`src/rtl/treino_pkg.sv`:
```
// Shared types and FP16 constants for the perceptron training sequencer.
package treino_pkg;

  typedef enum logic [3:0] {
    ST_IDLE,
    ST_CALC,
    ST_ATIV,
    ST_CHECK,
    ST_UPD0,
    ST_UPD1,
    ST_UPD2,
    ST_NEXT,
    ST_EPOCH
  } treino_state_e;

  localparam logic [15:0] FP16_ONE  = 16'h3C00;
  localparam logic [15:0] FP16_ZERO = 16'h0000;
  localparam int          SIGN_BIT  = 15;
  localparam int          EPOCH_W   = 8;

  // Negate an FP16 value by flipping its sign bit, so the adder can form d + (-y).
  function automatic logic [15:0] fp16_neg(input logic [15:0] h);
    return {~h[SIGN_BIT], h[SIGN_BIT-1:0]};
  endfunction

endpackage

```
`src/rtl/treino_amostras.sv`:
```
// Sample RAM: N_MAX words of {d, x2, x1, x0}, synchronous write, asynchronous read.
module treino_amostras #(
  parameter int TAM   = 16,
  parameter int N_MAX = 8
) (
  input  logic                       clk_i,
  input  logic                       we_i,
  input  logic [$clog2(N_MAX)-1:0]   wr_addr_i,
  input  logic [4*TAM-1:0]           wr_data_i,
  input  logic [$clog2(N_MAX)-1:0]   rd_addr_i,
  output logic [4*TAM-1:0]           rd_data_o
);

  logic [4*TAM-1:0] mem_q [N_MAX];

  always_ff @(posedge clk_i) begin
    if (we_i) begin
      mem_q[wr_addr_i] <= wr_data_i;
    end
  end

  assign rd_data_o = mem_q[rd_addr_i];

endmodule

```
`src/rtl/treino_ctrl.sv`:
```
// Perceptron training sequencer: walks calc_v -> activation -> weight update per sample, per epoch.
// Optional status outputs epoch_cnt/err_cnt are built when TREINO_STATUS_EN is defined.
module treino_ctrl
  import treino_pkg::*;
#(
  parameter int TAM       = 16,
  parameter int N_MAX     = 8,
  parameter int LAT       = 2,
  parameter int MAX_EPOCH = 64
) (
  input  logic                       clk,
  input  logic                       rst,
  input  logic                       start,
  input  logic [$clog2(N_MAX):0]     n_samples,
  input  logic [TAM-1:0]             u,
  input  logic                       s_we,
  input  logic [$clog2(N_MAX)-1:0]   s_addr,
  input  logic [4*TAM-1:0]           s_data,
  input  logic                       w_ld,
  input  logic [3*TAM-1:0]           w_ld_data,
  output logic                       busy,
  output logic                       done,
  output logic                       converged,
  output logic [3*TAM-1:0]           w_out,
  output logic                       dp_calc_en,
  output logic [3*TAM-1:0]           dp_x,
  output logic [3*TAM-1:0]           dp_w,
  input  logic [TAM-1:0]             dp_v,
  output logic                       dp_ativ_en,
  input  logic [TAM-1:0]             dp_y,
  output logic                       dp_att_en,
  output logic [TAM-1:0]             dp_att_d,
  output logic [TAM-1:0]             dp_att_y,
  output logic [TAM-1:0]             dp_att_in,
  output logic [TAM-1:0]             dp_att_u,
  output logic [TAM-1:0]             dp_att_w_in,
  input  logic [TAM-1:0]             dp_att_w_out
`ifdef TREINO_STATUS_EN
  ,
  output logic [7:0]                 epoch_cnt,
  output logic [$clog2(N_MAX):0]     err_cnt
`endif
);

  localparam int IW = $clog2(N_MAX);
  localparam int NW = IW + 1;
  localparam int LW = (LAT > 1) ? $clog2(LAT) : 1;

  treino_state_e      state_q, state_d;
  logic [LW-1:0]      lat_q;
  logic               lat_last;
  logic               stage_timed;
  logic [IW-1:0]      idx_q;
  logic [NW-1:0]      n_q;
  logic [NW-1:0]      err_q;
  logic [EPOCH_W-1:0] epoch_q;
  logic               done_q;
  logic               conv_q;
  logic [TAM-1:0]     u_q;
  logic [TAM-1:0]     v_q;
  logic [TAM-1:0]     y_q;
  logic [3*TAM-1:0]   w_q;
  logic [4*TAM-1:0]   smp;
  logic [TAM-1:0]     smp_d;
  logic               more_samples;
  logic               last_epoch;
  logic               mismatch;

  treino_amostras #(
    .TAM   (TAM),
    .N_MAX (N_MAX)
  ) u_amostras (
    .clk_i     (clk),
    .we_i      (s_we && (state_q == ST_IDLE)),
    .wr_addr_i (s_addr),
    .wr_data_i (s_data),
    .rd_addr_i (idx_q),
    .rd_data_o (smp)
  );

  assign smp_d        = smp[4*TAM-1:3*TAM];
  assign lat_last     = (lat_q == LW'(LAT - 1));
  assign more_samples = ((NW'(idx_q) + NW'(1)) < n_q);
  assign last_epoch   = (epoch_q == EPOCH_W'(MAX_EPOCH - 1));
  assign mismatch     = (y_q != smp_d);

  // State register
  always_ff @(posedge clk) begin
    if (rst) begin
      state_q <= ST_IDLE;
    end else begin
      state_q <= state_d;
    end
  end

  // Next-state logic
  always_comb begin
    state_d = state_q;
    case (state_q)
      ST_IDLE:  if (start && (n_samples != '0)) state_d = ST_CALC;
      ST_CALC:  if (lat_last) state_d = ST_ATIV;
      ST_ATIV:  if (lat_last) state_d = ST_CHECK;
      ST_CHECK: state_d = mismatch ? ST_UPD0 : ST_NEXT;
      ST_UPD0:  if (lat_last) state_d = ST_UPD1;
      ST_UPD1:  if (lat_last) state_d = ST_UPD2;
      ST_UPD2:  if (lat_last) state_d = ST_NEXT;
      ST_NEXT:  state_d = more_samples ? ST_CALC : ST_EPOCH;
      ST_EPOCH: state_d = ((err_q == '0) || last_epoch) ? ST_IDLE : ST_CALC;
      default:  state_d = ST_IDLE;
    endcase
  end

  // Output decode: one enable per state, operand mux follows the update slot
  always_comb begin
    dp_calc_en  = 1'b0;
    dp_ativ_en  = 1'b0;
    dp_att_en   = 1'b0;
    stage_timed = 1'b0;
    dp_att_in   = smp[TAM-1:0];
    dp_att_w_in = w_q[TAM-1:0];
    case (state_q)
      ST_CALC: begin
        dp_calc_en  = 1'b1;
        stage_timed = 1'b1;
      end
      ST_ATIV: begin
        dp_ativ_en  = 1'b1;
        stage_timed = 1'b1;
      end
      ST_UPD0: begin
        dp_att_en   = 1'b1;
        stage_timed = 1'b1;
      end
      ST_UPD1: begin
        dp_att_en   = 1'b1;
        stage_timed = 1'b1;
        dp_att_in   = smp[2*TAM-1:TAM];
        dp_att_w_in = w_q[2*TAM-1:TAM];
      end
      ST_UPD2: begin
        dp_att_en   = 1'b1;
        stage_timed = 1'b1;
        dp_att_in   = smp[3*TAM-1:2*TAM];
        dp_att_w_in = w_q[3*TAM-1:2*TAM];
      end
      default: ;
    endcase
  end

  always_ff @(posedge clk) begin
    if (rst) begin
      lat_q <= '0;
    end else if (stage_timed && !lat_last) begin
      lat_q <= lat_q + LW'(1);
    end else begin
      lat_q <= '0;
    end
  end

  // Sample index, error/epoch counters and completion flags
  always_ff @(posedge clk) begin
    if (rst) begin
      idx_q   <= '0;
      n_q     <= '0;
      err_q   <= '0;
      epoch_q <= '0;
      done_q  <= 1'b0;
      conv_q  <= 1'b0;
    end else begin
      done_q <= 1'b0;
      case (state_q)
        ST_IDLE: begin
          if (start) begin
            n_q     <= n_samples;
            idx_q   <= '0;
            err_q   <= '0;
            epoch_q <= '0;
            conv_q  <= 1'b0;
            if (n_samples == '0) begin
              done_q <= 1'b1;
            end
          end
        end
        ST_CHECK: begin
          if (mismatch) begin
            err_q <= err_q + NW'(1);
          end
        end
        ST_NEXT: begin
          if (more_samples) begin
            idx_q <= idx_q + IW'(1);
          end
        end
        ST_EPOCH: begin
          if (err_q == '0) begin
            conv_q <= 1'b1;
            done_q <= 1'b1;
          end else if (last_epoch) begin
            conv_q <= 1'b0;
            done_q <= 1'b1;
          end else begin
            err_q   <= '0;
            idx_q   <= '0;
            epoch_q <= epoch_q + EPOCH_W'(1);
          end
        end
        default: ;
      endcase
    end
  end

  // Datapath captures; v is held only for debug probing
  always_ff @(posedge clk) begin
    if ((state_q == ST_IDLE) && start) begin
      u_q <= u;
    end
    if ((state_q == ST_CALC) && lat_last) begin
      v_q <= dp_v;
    end
    if ((state_q == ST_ATIV) && lat_last) begin
      y_q <= dp_y;
    end
  end

  logic unused_v;
  assign unused_v = ^v_q;

  always_ff @(posedge clk) begin
    if (rst) begin
      w_q <= {3{FP16_ZERO}};
    end else if ((state_q == ST_IDLE) && w_ld) begin
      w_q <= w_ld_data;
    end else if (lat_last) begin
      case (state_q)
        ST_UPD0: w_q[TAM-1:0]       <= dp_att_w_out;
        ST_UPD1: w_q[2*TAM-1:TAM]   <= dp_att_w_out;
        ST_UPD2: w_q[3*TAM-1:2*TAM] <= dp_att_w_out;
        default: ;
      endcase
    end
  end

`ifdef TREINO_STATUS_EN
  logic [7:0]    epoch_cnt_q;
  logic [NW-1:0] err_cnt_q;

  always_ff @(posedge clk) begin
    if (rst) begin
      epoch_cnt_q <= '0;
      err_cnt_q   <= '0;
    end else if ((state_q == ST_IDLE) && start) begin
      epoch_cnt_q <= '0;
      err_cnt_q   <= '0;
    end else if (state_q == ST_EPOCH) begin
      epoch_cnt_q <= epoch_cnt_q + 8'd1;
      err_cnt_q   <= err_q;
    end
  end

  assign epoch_cnt = epoch_cnt_q;
  assign err_cnt   = err_cnt_q;
`endif

  assign busy      = (state_q != ST_IDLE);
  assign done      = done_q;
  assign converged = conv_q;
  assign w_out     = w_q;
  assign dp_x      = smp[3*TAM-1:0];
  assign dp_w      = w_q;
  assign dp_att_d  = smp_d;
  assign dp_att_y  = fp16_neg(y_q);
  assign dp_att_u  = u_q;

endmodule

```
`config.mk`:
```
export PLATFORM = sky130hd
export DESIGN_NAME = treino_ctrl
export DESIGN_NICKNAME = d
export VERILOG_FILES = /design/src/rtl/treino_pkg.sv /design/src/rtl/treino_amostras.sv /design/src/rtl/treino_ctrl.sv
export SDC_FILE = /design/constraint.sdc
export NUM_CORES = 1
export LEC_CHECK = 0
export CAP_MARGIN = 20
export CORE_MARGIN = 1
export CORE_UTILIZATION = 40
export CTS_CLUSTER_SIZE = 20
export DETAILED_ROUTE_END_ITERATION = 10
export GPL_TIMING_DRIVEN = 0
export PLACE_DENSITY = 0.65
export SLEW_MARGIN = 20
export SYNTH_ARGS = -nofsm -noshare
export SYNTH_HDL_FRONTEND = slang
export SYNTH_HIERARCHICAL = 1
export SYNTH_SLANG_ARGS = --single-unit
```
`constraint.sdc`:
```
create_clock -name clk -period 6.3 [get_ports clk]
set_clock_uncertainty 0.15 [all_clocks]
set_input_delay 1.575 -clock clk [delete_from_list [all_inputs] [get_ports clk]]
set_output_delay 1.575 -clock clk [all_outputs]
set_load 0.03 [all_outputs]
```
### Yosys cells after proc, flatten, opt, wreduce, memory -nomap -nowiden

Memories as Yosys holds them, arrays and structs flattened. A register that Yosys moved wholly into a read port is not among the register bits.
Index checks and enable logic that the tools add are counted.

| word-level totals | value |
|---|---|
| bits in writable memories | 512 |
| memories | 1 |
| logic and storage cells | 124 |
| input port bits | 188 |
| register bits | 106 |
| output and inout port bits | 230 |

Memory list:

| name | depth | bits a word | read ports | clocked after memory_dff | wr ports | RTL line | RTL |
|---|---|---|---|---|---|---|---|
| u_amostras.mem_q | 8 | 64 | 1 | 1 | 1 | treino_amostras.sv:14 | `logic [4*TAM-1:0] mem_q [N_MAX];` |

| operators by class | value |
|---|---|
| bitwise operators | 2 |
| magnitude comparators | 1 |
| $add $sub $neg | 5 |
| muxes and demuxes | 48 |
| equal/unequal tests | 22 |
| reductions and logical operators | 32 |

Operators by type and width:

| cell | count |
|---|---|
| $mux 48 | 2 |
| $pmux 16 s2 | 2 |
| $mux 16 | 3 |
| $mux 4 | 11 |
| $pmux 4 s9 | 1 |
| $mux 8 | 3 |
| $ne 2x2->1 const B | 10 |
| $mux 3 | 6 |
| $eq 4x3->1 const B | 4 |
| $ne 16x16->1 | 1 |
| $pmux 8 s2 | 1 |
| $mux 1 | 14 |
| $logic_not 4->1 | 3 |
| $pmux 4 s3 | 1 |
| $reduce_and 5->1 | 2 |
| $reduce_bool 2->1 | 5 |
| $pmux 3 s3 | 1 |
| $add 8x1->8 const B | 1 |
| $eq 4x2->1 const B | 2 |
| $eq 8x6->1 const B | 1 |
| $reduce_and 2->1 | 4 |
| $reduce_bool 4->1 | 2 |
| $logic_and 1x1->1 | 6 |
| $reduce_and 6->1 | 1 |
| 20 further kinds | 23 |

### Longest topological paths before layout

| depth | value |
|---|---|
| depth in word-level cells | 6 |
| depth in mapped cells | 10 |
| gate-level depth less buffers | 9 |

### By module

The synthesis kept the hierarchy.

Modules (own cells, without submodules):

| module | seq. area each (um2) | instances | area each (um2) | cells an instance |
|---|---|---|---|---|
| treino_amostras | 15374.7 | 1 | 19277.2 | 752 |
| treino_ctrl | 2442.3 | 1 | 5696.7 | 629 |

### Worst setup path after synthesis

OpenSTA, ideal clock, no wires.

| timing path | value |
|---|---|
| path type | input -> register |
| start point | input port s_we |
| end point | memory u_amostras/mem_q[0][0] (netlist bit), enable pin |
| cell stages on the path | 3 |
| path buffers | 0 |
| arrival time | 6151 ps |
| data required time | 5585 ps |
| setup time | 565 ps |
| slack | -567 ps |
| cells stage by stage | and2_1 nand2b_1 nor3_1 |

| on the way | value |
|---|---|
| cells in the longest elaborated chain, start to end | 3 |

RTL lines:

| element | RTL line | RTL |
|---|---|---|
| start, declared | treino_ctrl.sv:16 | `input logic s_we,` |
| $logic_and 1x1->1 | treino_ctrl.sv:74 | `.we_i (s_we && (state_q == ST_IDLE)),` |
| $mux 1 | treino_amostras.sv:17 | `if (we_i) begin` |
| $mux 1 (implied by the code) | treino_amostras.sv:18 | `mem_q[wr_addr_i] <= wr_data_i;` |
| end, declared | treino_amostras.sv:14 |  |

Every way passes these cells.

==> metrics.log <==
[metrics] net count after synthesis: around 1,600
[metrics] final hold vios: 0
[metrics] Layout Nets: a little over 2,000
[metrics] family with the most delay on the worst path: buffers and inverters
[metrics] HPWL reported at the end of detailed placement: 52.14 mm
[metrics] clock buffers created by TritonCTS: 61
[metrics] vias post-DR: ~15,000
[metrics] worst relative slew slack: 0.2104
[metrics] worst path required time: 4.58 ns
[metrics] residual DRC count: 0
[metrics] post-synthesis sequential element count: 618
[metrics] port buffer count: 399
[metrics] Pins Over Slew Limit: 0
[metrics] Avg WL per Cell: 26.14 um
[metrics] Final setup violation count: 0
[metrics] all-layer global routing usage: 0.2254
[metrics] number of library cell types mapped by synthesis: 56
[metrics] hold-critical path depth: 2
[metrics] 1st-iter DRT viols: approximately 1,400
[metrics] Final Routed Wirelength: 72.19 mm
[metrics] warnings from Yosys: 6
[metrics] outcome: finished, final reports clean
[metrics] area enclosed by the die boundary: around 63,000 um^2
[metrics] buffers inserted during post-CTS setup optimization: 0
[metrics] Initial Util: 0.4047
[metrics] most frequently used flop master after synthesis: edfxtp_1
[metrics] cell count after synthesis: 1,381
[metrics] number of vias per cell after detailed routing: 5.361
[metrics] post-detailed-route count of antenna-violating nets: 0
[metrics] class of the tightest hold or removal check: register to register
[metrics] post-synthesis average cell area: ~18 um^2
[metrics] Post-Layout Inst Area: around 33,000 um^2
[metrics] synthesized cell area: between 20,000 and 25,000 um^2
[metrics] worst reg-to-reg path cell count: 9
[metrics] final worst setup slack: 0.5772 ns
[metrics] worst vdd ir: approximately 210 uV
[metrics] clk sink count: between 600 and 700
[metrics] type of origin of the critical path: register
[metrics] reported leakage power: 10.91 nW
[metrics] vias in the first global route: approximately 15,000
[metrics] slowest stage cell on the critical path: clkdlybuf4s50_1
[metrics] final weighted congestion in routability-driven placement: 0.9454
[metrics] start-to-end type of the worst setup path: register to output pin
[metrics] Chip Height: 251.9 um
[metrics] sequential-to-total area share from yosys stat: 0.7134
[metrics] CTS Hold Bufs: 0
[metrics] number of antenna diodes: 0
[metrics] Hold Worst Slack: 0.3274 ns
[metrics] measured slew at the worst slew-check pin: 1.184 ns
[metrics] portion of the clock cycle consumed by the worst path in the final layout: 0.9084
[metrics] max-cap viol count: 0
[metrics] antenna violations before repair: 7
[metrics] Synth async-reset ratio: 0
[metrics] TritonCTS clock tree: yes
[metrics] Clock Tree Buf Depth: 3
[metrics] placement-stage cell area: 30,730 um^2
[metrics] number of rows created at floorplan: 91
[metrics] number of levels the H-tree was split into: 2
[metrics] dpl ws: 1.124 ns
[metrics] CP cell instances: clkbuf_1 -> buf_2 -> mux4_2 -> mux2_2 -> a222oi_1 -> inv_1 -> clkdlybuf4s50_1
[metrics] setup repair after global routing missed its margin: false
[metrics] total power draw: roughly 0.011 W
[metrics] I/O pin count: 418
[metrics] number of cells on the critical path: 7
[metrics] area growth from synthesis to final layout: 31.19%
[metrics] power density normalized to cell area: about 340 nW/um^2
[metrics] post-layout minimum cycle time: 5.723 ns
[metrics] register clock-pin slew on the reported worst setup and hold paths: 0.06 ns
[metrics] EDFF count, synth: 544
[metrics] clock insertion delay at the later pin of the skew report: ~0.62 ns
[metrics] worst stage delay on the critical path: 0.65 ns
[metrics] floorplan die width: 251.9 um
[metrics] worst-path maximum fanout: 10
[metrics] peak clock frequency supported by timing: 174.7 MHz
[metrics] root buffer selected by CTS: clkbuf_16
[metrics] number of buffer and inverter stages on the critical path: 4
[metrics] Resized cells post-CTS: 0
[metrics] ratio of cells with drive above 1 in the final layout: 0.2256
[metrics] Sum Neg Setup Slack: 0 ns
[metrics] final global-route overflow total: 0
[metrics] type of destination of the critical path: output pin
[metrics] total core area: approximately 60,000 um^2
[metrics] first-pass GRT wire length: 102.7 mm
[metrics] Detailed Routing Iterations Pass 1: 6
[metrics] Crit path arrival time: 4.00 ns
[metrics] largest net degree at the start of global routing: 26
-- Yosys cell counts, drive strengths merged (18+ instances only) --
library cell  instances  area, um^2
xor2                 18       157.7
a311oi               32       280.3
mux2i                20       200.2
inv                  42       157.7
a222oi               32       320.3
nand3                41       205.2
buf                 106       772.0
dfxtp                74        1481
mux4                128        2883
mux2                 64       720.7
nand2                49       183.9
nor2                 83       314.1
clkbuf               37       138.9
edfxtp              544       16340
-- cells in the final DEF, fill, tap and decap left out, types with 10 or more instances in the layout --
| cell | n |
|---|---|
| nor2_1 | 76 |
| nand3_1 | 41 |
| inv_1 | 42 |
| a211oi_1 | 16 |
| mux2_2 | 64 |
| buf_2 | 24 |
| clkinv_1 | 10 |
| a222oi_1 | 32 |
| buf_12 | 10 |
| a311oi_1 | 32 |
| buf_4 | 68 |
| edfxtp_1 | 544 |
| mux2i_1 | 20 |
| buf_16 | 11 |
| xor2_1 | 18 |
| clkdlybuf4s50_1 | 399 |
| clkbuf_16 | 62 |
| mux4_2 | 128 |
| clkbuf_1 | 50 |
| a21oi_1 | 13 |
| dfxtp_1 | 74 |
| buf_6 | 14 |
| nand2_1 | 49 |
-- worst paths after layout --
| path | slack, ns | from | endpoint |
|---|---|---|---|
| max | 0.58 | idx_q[2] | dp_att_in[7] |
| min | 0.33 | epoch_q[1] | epoch_q[1] |
| max reg2reg | 1.94 | idx_q[1] | err_q[0] |
| min reg2reg | 0.33 | epoch_q[1] | epoch_q[1] |
-- flip-flops by register name, indices dropped and copies added, names as in the netlist --
register	cells
dp_w	48
u_amostras/mem_q	512
state_q	4
y_q	16
n_q	4
dp_att_u	16
lat_last	1
done	1
err_q	4
idx_q	3
converged	1
epoch_q	8
-- layer usage --
metal / wire [um] / GRT usage / vias up
li1: - / - / 6489
met1: 28810 / 0.2874 / 7554
met2: 35720 / 0.3806 / 625
met3: 5380 / 0.05045 / 120
met4: 2178 / 0.07584 / 14
met5: 93 / 0 / -
-- report_power, final --
group	switching (W)	leakage (nW)	internal (W)
Clock	0.00152	0.975	0.00214
Combinational	0.00150	4.39	0.00105
Sequential	0.000231	5.54	0.00479
Total	0.00325	10.9	0.00798
-- per-stage QoR --
| step | utilization | cells |
|---|---|---|
| floorplan | - | 1381 |
| global route | 0.5309 | 2761 |
| detailed placement | 0.4980 | 2648 |
| CTS | 0.5309 | 2761 |
| global placement | 0.4865 | 2617 |
| finish | 0.5309 | 2761 |
-- logic make-up after synthesis --
family                     synth area share
adders and majority gates          0.003507
xor gates and xnor gates           0.008417
buffers and inverters               0.04279
AOI/OAI and AO/OA                   0.03733
DFF                                  0.7134
and+or+nand+nor                     0.04224
muxes                                0.1523
-- final cells by class --
| type | instances | area, um^2 |
|---|---|---|
| fill | 4992 | 28950 |
| sequential | 618 | 17820 |
| multi-input combinational | 578 | 6156 |
| timing repair buffer | 430 | 4639 |
| clock buffer | 75 | 1600 |
| tap | 837 | 1047 |
| buffer | 143 | 912.1 |
| clock inverter | 38 | 434.2 |
| inverter | 42 | 157.7 |
-- worst register-to-register path: stages, from the launching register on --
cell and delay (ns):
dfxtp_1 0.36, clkbuf_1 0.67, clkbuf_1 0.73, mux2_2 0.47, xor2_1 0.17, nor4_1 0.40
nand3_1 0.25, nor4_2 0.77, o21ai_0 0.18, a21boi_0 0.17
Note: power is estimated with default switching activity, not from simulation.
